--- config.mk ---
export PLATFORM = sky130hd
export DESIGN_NAME = motoro3_pwm_capture
export DESIGN_NICKNAME = d
export VERILOG_FILES = /design/src/rtl/motoro3_pwm_capture.sv
export SDC_FILE = /design/constraint.sdc
export NUM_CORES = 1
export LEC_CHECK = 0
export ABC_CLOCK_PERIOD_IN_PS = 13000
export CAP_MARGIN = 0
export CORE_ASPECT_RATIO = 1.75
export CORE_MARGIN = 5
export CORE_UTILIZATION = 31
export CTS_CLUSTER_SIZE = 30
export DETAILED_ROUTE_END_ITERATION = 12
export GPL_TIMING_DRIVEN = 0
export PLACE_DENSITY = 0.57
export REMOVE_ABC_BUFFERS = 1
export SYNTH_ARGS = -nofsm -noshare
export SYNTH_HDL_FRONTEND = slang
export SYNTH_SLANG_ARGS = --single-unit
export TNS_END_PERCENT = 20
--- constraint.sdc ---
create_clock -name clk -period 13 [get_ports clk]
set_input_delay 3.25 -clock clk [delete_from_list [all_inputs] [get_ports clk]]
set_output_delay 3.25 -clock clk [all_outputs]
set_load 0.01 [all_outputs]
--- src/rtl/motoro3_pwm_capture.sv ---
// Measures delivered PWM high time per period and per commutation step, and flags short or stuck pulses.
// Latency: highValid/stepValid one clk after the strobe; no backpressure, results are single-cycle strobes.
module motoro3_pwm_capture #(
   parameter int          SYNC_STAGES = 2,
   parameter logic [15:0] MAX_HIGH    = 16'hFFF
) (
   input  logic        clk,
   input  logic        rst,
   input  logic        enable,
   input  logic        pwmIn,
   input  logic        periodEnd,
   input  logic        stepEnd,
   input  logic [3:0]  sgStep,
   input  logic [15:0] wantLen,
   input  logic [11:0] minPulse,
   input  logic        errClr,
   output logic [15:0] highCnt,
   output logic        highValid,
   output logic [15:0] stepReal,
   output logic [15:0] stepWant,
   output logic [15:0] stepLost,
   output logic [3:0]  stepNum,
   output logic        stepValid,
   output logic        shortErr,
   output logic [7:0]  shortCnt,
   output logic        stuckErr
);

   typedef enum logic [1:0] {S_LOW, S_HIGH, S_STUCK} state_t;

   logic        pwmS;
   logic [15:0] perCnt_q, realAcc_q, wantAcc_q;
   logic [15:0] highCnt_q, stepReal_q, stepWant_q, stepLost_q;
   logic [3:0]  stepNum_q;
   logic        highValid_q, stepValid_q;
   logic [16:0] perSum;
   logic [15:0] perSat, realNext, wantNext, runInc;
   state_t      state_q, state_d;
   logic [15:0] runCnt_q, runCnt_d;
   logic        shortEvt, stuckEvt;
   logic        shortErr_q, shortErr_d, stuckErr_q, stuckErr_d;
   logic [7:0]  shortCnt_q, shortCnt_d;

   generate
      if (SYNC_STAGES == 0) begin : g_nosync
         assign pwmS = pwmIn;
      end else begin : g_sync
         logic [SYNC_STAGES-1:0] sync_q;
         always_ff @(posedge clk) begin
            if (rst) begin
               sync_q <= '0;
            end else begin
               sync_q[0] <= pwmIn;
               for (int i = 1; i < SYNC_STAGES; i++) sync_q[i] <= sync_q[i-1];
            end
         end
         assign pwmS = sync_q[SYNC_STAGES-1];
      end
   endgenerate

   // The cycle carrying periodEnd still counts toward the ending period.
   assign perSum   = {1'b0, perCnt_q} + {16'd0, pwmS};
   assign perSat   = perSum[16] ? 16'hFFFF : perSum[15:0];
   assign realNext = realAcc_q + (periodEnd ? perSat : 16'd0);
   assign wantNext = wantAcc_q + (periodEnd ? wantLen : 16'd0);
   assign runInc   = runCnt_q + 16'd1;

   always_ff @(posedge clk) begin
      if (rst || !enable) begin
         perCnt_q    <= '0;
         realAcc_q   <= '0;
         wantAcc_q   <= '0;
         highCnt_q   <= '0;
         highValid_q <= 1'b0;
         stepReal_q  <= '0;
         stepWant_q  <= '0;
         stepLost_q  <= '0;
         stepNum_q   <= 4'hF;
         stepValid_q <= 1'b0;
      end else begin
         highValid_q <= periodEnd;
         stepValid_q <= stepEnd;
         perCnt_q    <= periodEnd ? 16'd0 : perSat;
         if (periodEnd) highCnt_q <= perSat;
         if (stepEnd) begin
            stepReal_q <= realNext;
            stepWant_q <= wantNext;
            stepLost_q <= wantNext - realNext;
            stepNum_q  <= sgStep;
            realAcc_q  <= '0;
            wantAcc_q  <= '0;
         end else begin
            realAcc_q  <= realNext;
            wantAcc_q  <= wantNext;
         end
      end
   end

   always_comb begin
      state_d  = state_q;
      runCnt_d = runCnt_q;
      shortEvt = 1'b0;
      stuckEvt = 1'b0;
      if (!enable) begin
         state_d  = S_LOW;
         runCnt_d = '0;
      end else begin
         case (state_q)
            S_LOW: if (pwmS) begin
               state_d  = S_HIGH;
               runCnt_d = 16'd1;
            end
            S_HIGH: if (pwmS) begin
               runCnt_d = runInc;
               if (runInc == MAX_HIGH) begin
                  state_d  = S_STUCK;
                  stuckEvt = 1'b1;
               end
            end else begin
               state_d = S_LOW;
               if (minPulse != 12'd0 && runCnt_q < {4'd0, minPulse}) shortEvt = 1'b1;
            end
            S_STUCK: if (!pwmS) state_d = S_LOW;
            default: state_d = S_LOW;
         endcase
      end
   end

   // A clear and an error event in the same cycle leave the event recorded.
   always_comb begin
      shortErr_d = errClr ? 1'b0 : shortErr_q;
      shortCnt_d = errClr ? 8'd0 : shortCnt_q;
      stuckErr_d = errClr ? 1'b0 : stuckErr_q;
      if (shortEvt) begin
         shortErr_d = 1'b1;
         if (shortCnt_d != 8'hFF) shortCnt_d = shortCnt_d + 8'd1;
      end
      if (stuckEvt) stuckErr_d = 1'b1;
   end

   always_ff @(posedge clk) begin
      if (rst) begin
         state_q    <= S_LOW;
         runCnt_q   <= '0;
         shortErr_q <= 1'b0;
         shortCnt_q <= '0;
         stuckErr_q <= 1'b0;
      end else begin
         state_q  <= state_d;
         runCnt_q <= runCnt_d;
         if (enable) begin
            shortErr_q <= shortErr_d;
            shortCnt_q <= shortCnt_d;
            stuckErr_q <= stuckErr_d;
         end
      end
   end

   assign highCnt   = highCnt_q;
   assign highValid = highValid_q;
   assign stepReal  = stepReal_q;
   assign stepWant  = stepWant_q;
   assign stepLost  = stepLost_q;
   assign stepNum   = stepNum_q;
   assign stepValid = stepValid_q;
   assign shortErr  = shortErr_q;
   assign shortCnt  = shortCnt_q;
   assign stuckErr  = stuckErr_q;

endmodule

==> key figures, run 1 <==
CTS
  – CTS Sinks: 148
  – Clock tree root buffer cell: clkbuf_16
  – Total CTS buffers: 17
  – TritonCTS clock tree: yes
  – Post-CTS setup buffers: 0
  – CTS Hold Buffers Added: 0
  – Post_cts resized: 0
  – Clock Latency Late Sink: 440 ps
  – CTS Buffer Depth: 2
  – CTS H-Tree Depth: 4
  – Worst-path clk slew: 60 ps

Setup path
  – Crit-path max cell delay: 540 ps
  – Startpoint types: primary input
  – Data arrival, critical path: 8080 ps
  – CP most frequent cell: nor2_1
  – CP Class: primary input to register
  – Crit end category: register
  – Critical path fanouts, max: 35
  – Worst-path cell chain: buf_2, bufinv_8, nor2_1, ha_1, a211oi_1, nor2_1, o21a_1, nor2_1, nor2b_1, o21a_1, o31ai_1, ha_1, o2111ai_1, a211oi_1, nor2_1, a21oi_1, and4_1, nor2_1, a211o_1, xnor3_1, o21ai_1
  – Crit path max-delay cell type: buf_2
  – Required time of the worst setup path: 13,320 ps

Logic synthesis
  – Ys Warns: 0
  – Mapped Avg Cell Area: 8.479 um2
  – Synth async-reset ratio: 0%
  – Post-synth EDFFs: 0
  – Post-synthesis register bit count: 148
  – Synth cell types: 71
  – Area share of the largest cell type after synthesis: 36.67%
  – Most frequent cell after synthesis: nor2_1
  – Post-synthesis cell count: 953
  – Synth area leaders: dfxtp_1 (37%), ha_1 (9.4%), nor2_1 (7.3%)
  – Synth area leader: dfxtp_1
  – Sequential area share after synthesis: 36.67%
  – Synth top cells by count: nor2_1 (157), dfxtp_1 (148), a21oi_1 (72)
  – Ys flop type: dfxtp_1
  – Post-synthesis cell area: 8080 um2

Power and ir drop
  – Total power: 1068 uW
  – Pleak: 0.004153 uW
  – Worst vdd ir: 0.00008036 V
  – PwrDens: 105.9 nW/um2

Floorplanning
  – Die span in y: 223.6 um
  – Io pins: 119
  – Die area: 29,520 um2
  – Std-Cell Rows: 78
  – Die W: 132.0 um
  – Initial core utilization: 31.24%
  – Area of the core: 25,860 um2

Timing
  – Tmin final: 7760 ps
  – Final setup vio count: 0
  – RSZ-0062 raised after global routing: no
  – Max-slew violation count: 0
  – Final period util: 59.69%
  – Relative max-transition margin: 16.60%
  – Worst slew pin tran: 1248 ps
  – Hold Fails Final Rpt: 0
  – Setup_tns: 0 ps
  – Max Fclk: 0.1289 GHz
  – Setup Skew: 8.962 ps

Drt
  – Initial DRC count: 342
  – Routed WL: 21.27 mm
  – Vias post-DR: 6,866
  – Vias/cell: 4.954
  – Drt drc: 0
  – Pre-antenna DRT Iters: 5
  – DRT antenna net count: 0
  – WL/cell: 15.35 um

Global routing
  – Total track usage: 14.48%
  – Grt total ovfl: 0
  – Initial antenna violation count: 0
  – First-pass GRT wire length: 34.64 mm
  – Vias in the first global route: 7,004
  – Largest net degree at the start of global routing: 64

Status
  – Outcome: complete, no violations

Worst hold path
  – Worst hold path type: register to register

Cells and area
  – Area grow syn2layout: 24.79%
  – Nets: 1,156
  – Fill cells: 2,611
  – Share of cells above drive strength 1: 5.347%
  – Diodes inserted: 0
  – Final instance area: 10,080 um2

Place
  – DP HPWL: 16.06 mm
  – Routability Congestion: 0.8442
  – Dpl cell area: 9508 um2
  – Port bufs: 118

Flow run
  – Maxcap violations: 0
placed cells by master (no fill, tap or decap), types with 4 or more instances in the layout:
cell	count
a211o_1	4
a211oi_1	17
a21o_1	20
a21oi_1	72
a22o_1	11
a22oi_1	6
a31oi_1	7
and2_1	29
and3_1	17
clkbuf_16	17
clkdlybuf4s50_1	116
clkinv_4	5
dfxtp_1	148
ha_1	61
inv_1	31
inv_6	4
mux2i_1	24
nand2_1	69
nand2b_1	10
nand3_1	21
nand4_1	4
nand4b_1	4
nor2_1	156
nor2b_1	14
nor3_1	23
nor4_1	5
o2111ai_1	4
o21a_1	7
o21ai_0	26
o21ai_1	7
o21bai_1	6
or3_1	5
xnor2_1	29
xor2_1	22
kinds of logic after synthesis:
family | count (synthesis) | synth area share (%)
buffers and inverters | 72 | 4.041
and+or+nand+nor | 380 | 22.65
adders and majority gates | 64 | 10.19
DFF | 148 | 36.67
xor gates and xnor gates | 52 | 5.807
AOI/OAI and AO/OA | 213 | 17.67
muxes | 24 | 2.973
critical path: cells and delay by family:
kind	cells	cell delay, ps
adder cells (fa/ha/maj)	2	630
XOR/XNOR	1	200
AND/OR/NAND/NOR	7	950
buffers and inverters	2	880
AO/OA/AOI/OAI	9	2150
path summary, 6_finish.rpt:
kind                                                  start                          end  slack, ps  cells past startpoint
worst min-delay path            g_sync.sync_q[0]$_SDFF_PP0_  g_sync.sync_q[1]$_SDFF_PP0_        450                      1
worst max-delay path                              periodEnd    stepLost[15]$_SDFFE_PP0P_       5240                     21
worst max register to register  g_sync.sync_q[1]$_SDFF_PP0_    stepLost[15]$_SDFFE_PP0P_       6820                     24
worst min register to register  g_sync.sync_q[0]$_SDFF_PP0_  g_sync.sync_q[1]$_SDFF_PP0_        450                      1
metrics by stage:
stage	setup WS (ps)	util, %	hold WS, ps	cells
after floorplan	6318	-	413.8	914
after global placement	3755	36.63	437.4	1352
after detailed placement	4691	36.76	435.8	1354
after CTS	5138	38.99	455.2	1386
after global routing	4725	38.99	479.1	1386
final	5240	38.99	447.4	1386
state kept, by name, summed over array words and instances, names as in the netlist:
| name | cells |
|---|---|
| shortCnt | 8 |
| stepWant | 16 |
| stepValid | 1 |
| stepReal | 16 |
| wantAcc_q | 16 |
| runCnt_q | 16 |
| stuckErr | 1 |
| stepNum | 4 |
| highCnt | 16 |
| state_q | 2 |
| shortErr | 1 |
| highValid | 1 |
| perCnt_q | 16 |
| g_sync.sync_q | 2 |
| stepLost | 16 |
| realAcc_q | 16 |
where the power goes:
group,internal [uW],leakage [uW],total [uW],switching (uW)
Clock,276,0.000286,484,208
Sequential,461,0.00120,465,4.30
Combinational,54.8,0.00267,119,64.0
Total,792,0.00415,1070,276
routing by layer:
| layer | part of all wire [%] | routed length, um | track usage [%] |
|---|---|---|---|
| met5 | 0 | 0 | 0 |
| met4 | 1.8 | 380 | 5.115 |
| met3 | 3.3 | 697 | 3.438 |
| met2 | 56 | 11900 | 28.42 |
| met1 | 39 | 8297 | 14.61 |
layout make-up:
class	count	area [um2]	area share, %
Tap cell	320	400.4	3.971
Clock buffer	20	456.7	4.529
Sequential cell	148	2963	29.38
Multi-Input combinational cell	733	4801	47.61
Timing Repair Buffer	120	1206	11.96
Inverter	33	137.6	1.365
Clock inverter	12	118.9	1.179
Power figures use the tool's default switching activity.
==> inputs of run 2 (changes only) <==
--- a/config.mk
+++ b/config.mk
@@ -5,7 +5,7 @@
 export SDC_FILE = /design/constraint.sdc
 export NUM_CORES = 1
 export LEC_CHECK = 0
-export ABC_CLOCK_PERIOD_IN_PS = 13000
+export ABC_CLOCK_PERIOD_IN_PS = 6800
 export CAP_MARGIN = 0
 export CORE_ASPECT_RATIO = 1.75
 export CORE_MARGIN = 5
@@ -13,7 +13,7 @@
 export CTS_CLUSTER_SIZE = 30
 export DETAILED_ROUTE_END_ITERATION = 12
 export GPL_TIMING_DRIVEN = 0
-export PLACE_DENSITY = 0.57
+export PLACE_DENSITY = 0.58
 export REMOVE_ABC_BUFFERS = 1
 export SYNTH_ARGS = -nofsm -noshare
 export SYNTH_HDL_FRONTEND = slang
==> constraint.sdc (replaced) <==
create_clock -name clk -period 6.8 [get_ports clk]
set_input_delay 1.7 -clock clk [delete_from_list [all_inputs] [get_ports clk]]
set_output_delay 1.7 -clock clk [all_outputs]
set_load 0.01 [all_outputs]
==> run 2 against run 1 <==
Count of clock-buffer cells in the layout is 1 higher. Sequential share of layout area is 0.066 points higher. Clock skew is 0.54 ps higher. Final cell count hardly changed. Combinational power rose by 92%. Die area unchanged. Flip-flop and latch count is the same. Critical path type unchanged. Critical endpoint unchanged.
==> key figures, run 2 (same netlist as run 1, synthesis figures left out) <==
Timing
  – Final period util: 92.23%
  – Worst slew pin tran: 1265 ps (+16.24 ps)
  – Hold Fails Final Rpt: 0 (unchanged)
  – Final setup vio count: 0 (unchanged)
  – Tmin final: 6271 ps
  – Max Fclk: 0.1595 GHz
  – Relative max-transition margin: 15.51% (-1.1 points)
  – Max-slew violation count: 0 (unchanged)
  – Setup Skew: 9.503 ps (+0.5409 ps)
  – RSZ-0062 raised after global routing: no

Setup path
  – CP Class: primary input to register
  – Startpoint types: primary input
  – Crit end category: register
  – Worst reg2reg path endpoint: stepLost[15]$_SDFFE_PP0P_
  – Worst R2R Setup Slack: 700 ps (-6120 ps)
  – Data arrival, critical path: 6580 ps (-1500 ps)
  – Required time of the worst setup path: 7110 ps (-6210 ps)
  – Critical path fanouts, max: 35 (unchanged)
  – FF-to-FF Start: g_sync.sync_q[1]$_SDFF_PP0_
  – Reg2Reg Depth: 24 (unchanged)

Drt
  – Vias post-DR: 6,850 (-0.23%)
  – Drt drc: 0 (unchanged)
  – Routed WL: 21.21 mm (-0.31%)
  – Pre-antenna DRT Iters: 4 (-1)
  – Vias/cell: 4.946 (-0.16%)
  – DRT antenna net count: 0 (unchanged)
  – Initial DRC count: 274 (-20%)
  – WL/cell: 15.31 um (-0.23%)

CTS
  – Clock Latency Late Sink: 430 ps (about the same)
  – CTS H-Tree Depth: 4 (unchanged)
  – Post-CTS setup buffers: 0 (unchanged)
  – Worst-path clk slew: 60 ps (about the same)
  – CTS Hold Buffers Added: 0 (unchanged)
  – Clock tree root buffer cell: clkbuf_16
  – Total CTS buffers: 17 (unchanged)
  – TritonCTS clock tree: yes
  – CTS Sinks: 148 (unchanged)
  – CTS Buffer Depth: 2 (unchanged)

Cells and area
  – Non-filler cells, final: 1,385 (-0.072%)
  – Commonest non-fill, non-tap cell in the layout: nor2_1
  – Final core utilization: 38.90% (-0.087 points)
  – Area grow syn2layout: 24.51%
  – Nets: 1,156 (unchanged)
  – Most frequent cells in the layout: nor2_1 (156), dfxtp_1 (148), clkdlybuf4s50_1 (116)
  – Share of cells above drive strength 1: 5.258% (-0.089 points)
  – Diodes inserted: 0 (unchanged)

Place
  – Placed Instances: 1,354 (unchanged)
  – DP HPWL: 15.92 mm (-0.89%)
  – Port bufs: 118 (unchanged)
  – Routability Congestion: 0.8150 (-3.5%)

Global routing
  – Vias in the first global route: 6,990 (-0.20%)
  – First-pass GRT wire length: 35.00 mm (+1.0%)
  – Total track usage: 14.55% (+0.063 points)
  – Largest net degree at the start of global routing: 64 (unchanged)
  – Initial antenna violation count: 0 (unchanged)
  – Grt total ovfl: 0 (unchanged)

Flow run
  – Maxcap violations: 0 (unchanged)

Floorplanning
  – Std-Cell Rows: 78 (unchanged)
  – Die span in y: 223.6 um (unchanged)
  – Die area: 29,520 um2 (unchanged)
  – Die W: 132.0 um (unchanged)
  – Area of the core: 25,860 um2 (unchanged)
  – Initial core utilization: 31.24% (unchanged)
  – Io pins: 119 (unchanged)

Power and ir drop
  – Worst vdd ir: 0.0001593 V (+98%)
  – Pleak: 0.004129 uW (-0.56%)
  – PwrDens: 197.9 nW/um2 (+87%)
  – Total power: 1992 uW (+87%)

Worst hold path
  – Worst hold path endpoint: stuckErr$_SDFFE_PP0P_
  – Hold_sp: stuckErr$_SDFFE_PP0P_
  – Worst hold path type: register to register
  – Hold-critical path depth: 2 (+1)

Status
  – Outcome: complete, no violations
run 2: cell count changes in the layout (fill, tap and decap cells not counted):
cell	change
clkinv_4	-1
inv_6	-3
clkinvlp_4	+3
clkdlybuf4s15_2	+1
clkbuf_8	+1
bufinv_16	-1
buf_2	-1
run 2: worst max-delay path by stage:
stage,start,to,slack (ps),cells after the start
after floorplan,periodEnd,stepLost[13]$_SDFFE_PP0P_,1670,19
final,periodEnd,stepLost[15]$_SDFFE_PP0P_,530,21
after global routing,periodEnd,stepLost[15]$_SDFFE_PP0P_,110,21
after CTS,periodEnd,stepLost[15]$_SDFFE_PP0P_,430,21
after detailed placement,periodEnd,stepLost[15]$_SDFFE_PP0P_,-810,21
after global placement,periodEnd,stepLost[15]$_SDFFE_PP0P_,-860,21
run 2: report_power, final:
group | internal, uW | switching [uW] | leakage (uW)
clock network | 495 | 379 | 0.000262
logic | 105 | 123 | 0.00267
registers | 881 | 8.16 | 0.00120
total | 1480 | 511 | 0.00413
run 2: timing repair:
action | 4_1_cts | 5_1_grt
setup endpoints to repair | 2 | 0
resized for setup | 3 | 0
endpoints found under the hold margin | 0 | 0
run 2: critical path, cell delays in order:
cell and delay (ps):
clkdlybuf4s15_2 680, bufinv_8 350, nor2_1 190, ha_1 280, a211oi_1 220, nor2_1 110
o21a_1 170, nor2_1 150, nor2b_1 60, o21a_1 170, o31ai_1 450, ha_1 340
o2111ai_1 140, a211oi_1 380, nor2_1 100, a21oi_1 220, and4_1 250, nor2_1 60
a211o_1 260, xnor3_1 210, o21ai_1 60
run 2: layer usage:
metal | share of wire [%] | global-route usage, % | vias up
li1 | - | - | 3539
met1 | 39 | 14.73 | 3156
met2 | 55 | 28.12 | 122
met3 | 3.2 | 3.438 | 33
met4 | 2.5 | 5.878 | 0
met5 | 0 | 0 | -
run 2: final cells by class:
class                   count  area, um2
fillers                  2627      15800
multi-input cells         733       4801
flip-flops and latches    148       2963
repair buffers            120       1212
clock buffers              21      470.5
well taps                 320      400.4
inverters                  33      137.6
clock inverters            10      76.32
run 2: metrics by stage:
stage          area [um2]  hold slack [ps]  setup TNS [ps]  setup slack (ps)
6_report            10060            452.7               0             528.6
5_1_grt             10060            476.8               0             112.5
4_1_cts             10060            453.6               0             429.5
3_5_place_dp         9513            440.8           -2760            -808.6
3_3_place_gp         9473            432.9           -4858            -856.2
2_1_floorplan        7891            413.8               0              1668
